File: config.mk
export PLATFORM = sky130hd
export DESIGN_NAME = mult_div_unit
export DESIGN_NICKNAME = d
export VERILOG_FILES = /design/src/rtl/mult_div_unit.sv
export SDC_FILE = /design/constraint.sdc
export NUM_CORES = 1
export LEC_CHECK = 0
export CAP_MARGIN = 0
export CORE_ASPECT_RATIO = 1.4
export CORE_UTILIZATION = 65
export DETAILED_ROUTE_END_ITERATION = 10
export HOLD_SLACK_MARGIN = 0.08
export PLACE_DENSITY_LB_ADDON = 0.12
export SLEW_MARGIN = 10
export SYNTH_ARGS = -nofsm -noshare
export SYNTH_HDL_FRONTEND = slang
export SYNTH_SLANG_ARGS = --single-unit
export TNS_END_PERCENT = 30
File: constraint.sdc
create_clock -name Clk -period 4.69 [get_ports Clk]
set_input_delay 0.7035 -clock Clk [delete_from_list [all_inputs] [get_ports Clk]]
set_output_delay 0.7035 -clock Clk [all_outputs]
set_load 0.02 [all_outputs]
File: src/rtl/mult_div_unit.sv
// Iterative 32-bit multiply/divide unit with HI/LO result registers.
// Shift-add multiply and restoring divide take one bit per cycle; a sign-fix state finishes the result.
module mult_div_unit (
  input  logic        Clk,
  input  logic        reset,
  input  logic        start,
  input  logic [1:0]  op,
  input  logic [31:0] rs_data,
  input  logic [31:0] rt_data,
  input  logic        mthi,
  input  logic        mtlo,
  output logic        busy,
  output logic        done,
  output logic [31:0] hi,
  output logic [31:0] lo
);

  typedef enum logic [1:0] {
    IDLE = 2'd0,
    CALC = 2'd1,
    FIX  = 2'd2
  } state_t;

  state_t      state;
  state_t      stateNext;

  logic        isDiv;
  logic        signA;
  logic        signB;
  logic [31:0] opA;
  logic [31:0] opB;
  logic [31:0] rsLatch;
  logic [63:0] acc;
  logic [4:0]  count;

  logic        signedOp;
  logic [31:0] absA;
  logic [31:0] absB;
  logic [32:0] mulSum;
  logic [32:0] divShift;
  logic [32:0] divDiff;
  logic        divGe;
  logic [31:0] remNext;
  logic [63:0] accNext;
  logic [63:0] prodFix;
  logic [31:0] resHi;
  logic [31:0] resLo;

  // State register
  always_ff @(posedge Clk) begin
    if (reset) state <= IDLE;
    else       state <= stateNext;
  end

  // Next-state logic
  always_comb begin
    stateNext = state;
    case (state)
      IDLE:    if (start) stateNext = CALC;
      CALC:    if (count == 5'd31) stateNext = FIX;
      FIX:     stateNext = IDLE;
      default: stateNext = IDLE;
    endcase
  end

  // Output decode: depends on registered state only
  always_comb begin
    busy = (state != IDLE);
  end

  // Operand magnitudes at launch
  always_comb begin
    signedOp = ~op[0];
    absA     = (signedOp && rs_data[31]) ? (~rs_data + 32'd1) : rs_data;
    absB     = (signedOp && rt_data[31]) ? (~rt_data + 32'd1) : rt_data;
  end

  // One iteration step. Multiply: acc holds the running product, opA shifts the multiplier out
  // to the right. Divide: acc[63:32] is the partial remainder, acc[31:0] collects quotient bits,
  // and opA shifts the dividend out from the top.
  always_comb begin
    mulSum   = {1'b0, acc[63:32]} + (opA[0] ? {1'b0, opB} : 33'd0);
    divShift = {acc[63:32], opA[31]};
    divGe    = (divShift >= {1'b0, opB});
    divDiff  = divShift - {1'b0, opB};
    remNext  = divGe ? divDiff[31:0] : divShift[31:0];
    if (isDiv) accNext = {remNext, acc[30:0], divGe};
    else       accNext = {mulSum, acc[31:1]};
  end

  // Sign correction and special cases applied in FIX
  always_comb begin
    prodFix = (signA ^ signB) ? (~acc + 64'd1) : acc;
    resHi   = prodFix[63:32];
    resLo   = prodFix[31:0];
    if (isDiv) begin
      if (opB == 32'd0) begin
        resHi = rsLatch;
        resLo = '1;
      end else begin
        // Overflow case (-2^31 / -1) falls out naturally: magnitude 2^31 negates to itself.
        resLo = (signA ^ signB) ? (~acc[31:0] + 32'd1) : acc[31:0];
        resHi = signA ? (~acc[63:32] + 32'd1) : acc[63:32];
      end
    end
  end

  // Datapath and result registers
  always_ff @(posedge Clk) begin
    if (reset) begin
      hi      <= '0;
      lo      <= '0;
      done    <= 1'b0;
      isDiv   <= 1'b0;
      signA   <= 1'b0;
      signB   <= 1'b0;
      opA     <= '0;
      opB     <= '0;
      rsLatch <= '0;
      acc     <= '0;
      count   <= '0;
    end else begin
      done <= 1'b0;
      case (state)
        IDLE: begin
          if (start) begin
            isDiv   <= op[1];
            signA   <= signedOp & rs_data[31];
            signB   <= signedOp & rt_data[31];
            opA     <= absA;
            opB     <= absB;
            rsLatch <= rs_data;
            acc     <= '0;
            count   <= '0;
          end else begin
            if (mthi) hi <= rs_data;
            if (mtlo) lo <= rs_data;
          end
        end
        CALC: begin
          acc   <= accNext;
          opA   <= isDiv ? (opA << 1) : (opA >> 1);
          count <= count + 5'd1;
        end
        FIX: begin
          hi   <= resHi;
          lo   <= resLo;
          done <= 1'b1;
        end
        default: ;
      endcase
    end
  end

endmodule

==> results of run 1 <==
synth_stat cells (23+ instances only):
cell	instances	area share, %
nor2_1	277	5.8
a21o_1	37	1.6
o21ai_0	134	3.8
nand3_1	27	0.76
nand2_1	241	5.1
ha_1	70	4.9
nor4_1	26	0.91
or3_1	29	1.0
dfxtp_1	235	26
xnor2_1	89	4.4
a211oi_1	89	3.8
o211ai_1	29	1.2
buf_1	23	0.49
and2_1	46	1.6
a21oi_1	235	6.6
xor2_1	98	4.8
nor3_1	46	1.3
inv_1	60	1.3
a31oi_1	52	1.8
clkbuf_1	154	3.2
o221ai_1	33	1.6
mux2i_1	78	4.4
worst reg2reg max path, delay by kind of cell, from the launching register on:
family	cells	cell delay, ps
compound gates	8	2780
flops	1	600
fa+ha+maj	1	390
simple gates	1	320
sequential cells by signal (all words and copies together) (netlist names):
| name | cells |
|---|---|
| acc | 64 |
| hi | 32 |
| lo | 32 |
| opA | 32 |
| opB | 32 |
| rsLatch | 32 |
| count | 5 |
| state | 2 |
| done | 1 |
| isDiv | 1 |
| signA | 1 |
| signB | 1 |
final timing paths:
path                            slack [ps]  endpoint     from  cells after the start
worst max register to register         500   acc[58]  acc[37]                     10
worst max-delay path                   500   acc[58]  acc[37]                     10
worst min register to register         450    lo[23]   lo[23]                      2
worst min-delay path                   450    lo[23]   lo[23]                      2
power by group through the flow:
stage	Combinational, W	Sequential [W]	Clock (W)
2_1_floorplan	0.000943	0.00224	0
3_3_place_gp	0.00137	0.00228	0
3_5_place_dp	0.00138	0.00228	0
4_1_cts	0.00139	0.00224	0.00211
5_1_grt	0.00154	0.00226	0.00219
6_report	0.00143	0.00225	0.00211
layout make-up:
cell class,instances,area share (%)
inverter,60,1.124
multi-input combinational,1908,60.51
tap,365,2.279
clock inverter,7,0.5121
timing repair buffer,172,8.275
sequential,235,23.50
clock buffer,37,3.797
cell families after synthesis:
| family | Yosys count | synth area share (%) |
|---|---|---|
| AOI/OAI and AO/OA | 761 | 27.48 |
| xor gates and xnor gates | 187 | 9.207 |
| adders and majority gates | 72 | 5.148 |
| muxes | 81 | 4.579 |
| DFF | 235 | 26.45 |
| and+or+nand+nor | 807 | 21.41 |
| buffers and inverters | 258 | 5.732 |
layer usage:
layer  up-vias  GRT usage [%]  part of all wire [%]
met5         -              0                 0.051
met4         4          34.69                   8.3
met3       306          8.972                   8.4
li1       8669              -                     -
met2       969          75.10                    47
met1      8785          48.31                    36
through the flow:
step | hold WS (ps) | instances | power (W)
2_1_floorplan | 432.0 | 2401 | 0.003188
3_3_place_gp | 439.0 | 2740 | 0.003647
3_5_place_dp | 444.2 | 2740 | 0.003666
4_1_cts | 452.8 | 2784 | 0.005748
5_1_grt | 472.9 | 2784 | 0.005993
6_report | 454.1 | 2784 | 0.005793
==> results.tsv, run 1 <==
stage	metric	value	unit
floorplan	die area	0.02804	sq mm
synth	post-synthesis cell area	0.01779	sq mm
sta	min Tclk post-route	4195	ps
critical_path	crit-path max FO	17	
synth	Async S/R FF share, synth	0	%
sta	setup ws final	495.1	ps
route	WL per Instance	22.35	um
sta	Worst Tran Pin Value	1262	ps
global_routing	largest net degree at the start of global routing	111	
synth	Yosys Warn Count	0	
synth	Primary FF master, synth	dfxtp_1	
floorplan	row count	71	
layout	area of the multi-input gates	0.01212	sq mm
sta	RSZ-0062 raised after global routing	false	
synth	Synth cell types	83	
synth	Post-synth EDFFs	0	
clocking	Root Buffer	clkbuf_16	
clocking	Post-CTS Setup Bufs	0	
pwr	Comb pwr share	24.7	%
synth	net count after synthesis	2544	
synth	register area share after synthesis	26.45	%
synth	synthesized instance count	2401	
layout	Area growth syn-to-layout	12.63	%
route	initial drt markers	1670	
sta	total negative slack	0	ps
pwr	Reg power frac	38.9	%
job	Max Cap Viol	0	
pwr	Peak VDD IR	0.3363	mV
layout	final instance area	0.02004	sq mm
layout	n_diodes	0	
route	drt drc	0	
sta	Final Hold Viols	0	
layout	commonest cells after routing, fill and taps aside	nor2_1 (272), nand2_1 (241), a21oi_1 (235)	
route	detailed-router iteration count before antenna repair	6	
clocking	clock transition at the registers of the reported paths	60	ps
clocking	htree depth	1	
global_routing	vias in the first global route	18300	
critical_path	CP Buf/Inv Count	0	
critical_path	delay-heaviest family, CP	compound AO/OA/AOI/OAI gates	
sta	fin crit share	89.44	%
critical_path	critical path's slowest cell	o21a_1	
sta	relative slew slack	15.79	%
route	Vias	18730	
synth	Avg Inst Size Synth	7.409	sq um
global_routing	total track usage	44.33	%
pwr	Int Power	0.003891	W
pwr	Leak	7.727	nW
pwr	Psw	0.001902	W
place	Cell Area, Placed	0.01917	sq mm
clocking	CTS Sinks	235	
place	port bufs	136	
floorplan	Initial Utilization	66.09	%
global_routing	grt ovf	0	
place	dpl ws	601.7	ps
clocking	CTS buffer count	24	
clocking	post_cts resized	0	
clocking	Longest Clk Path Bufs	3	
clocking	TritonCTS clock tree	built	
layout	share of cells above drive strength 1	5.043	%
pwr	Net Sw Frac	32.83	%
critical_path	WP data required	5130	ps
sta	skew final	21.09	ps
sta	Setup violations, final	0	
clocking	clk_lat worst skew	560	ps
floorplan	Core Region	0.02692	sq mm
pwr	clock share of power	36.4	%
layout	Core Util, Final	74.43	%
critical_path	crit end category	flop	
layout	Storage cell area	0.004708	sq mm
sta	Peak Freq	238.4	MHz
layout	commonest non-fill, non-tap cell in the layout	nor2_1	
critical_path	critical path type	flop to flop	
pwr	pwr dens	289.2	mW/mm^2
hold_path	HP Class	flop to flop	
sta	Slew Limit Fails	0	
critical_path	CP Cell Sequence	ha_1, a21oi_1, o21ai_0, a21boi_0, o211ai_1, a2111oi_2, o21a_1, nor2_1, a22o_1, a211o_1	
status	status	completed	
layout	nets@finish	2544	
floorplan	Ports	137	
synth	FF+latch count, synth	235	
floorplan	die height	197.7	um
global_routing	first-pass GRT wire length	97.38	mm
place	RD Place Congestion	1.013	
route	final antenna-violating net count	0	
critical_path	startpoint type of the worst setup path	flop	
global_routing	initial antenna violation count	2	
clocking	Post-CTS Hold Fix Bufs	0	
route	vias per cell	6.729	
layout	Fillers	2136	
place	Final HPWL DP	44.27	mm
critical_path	CP max stage delay	740	ps
critical_path	Worst Path Arrival	4630	ps
route	final wirelength	62.24	mm
floorplan	Die X	141.8	um
Power figures use the tool's default switching activity.
==> run 2, diff against run 1 <==
--- a/config.mk
+++ b/config.mk
@@ -5,7 +5,6 @@
 export SDC_FILE = /design/constraint.sdc
 export NUM_CORES = 1
 export LEC_CHECK = 0
-export CAP_MARGIN = 0
 export CORE_ASPECT_RATIO = 1.4
 export CORE_UTILIZATION = 65
 export DETAILED_ROUTE_END_ITERATION = 10
==> results of run 2 <==
No change in the layout: final DEF, timing and power equal those of run 1.
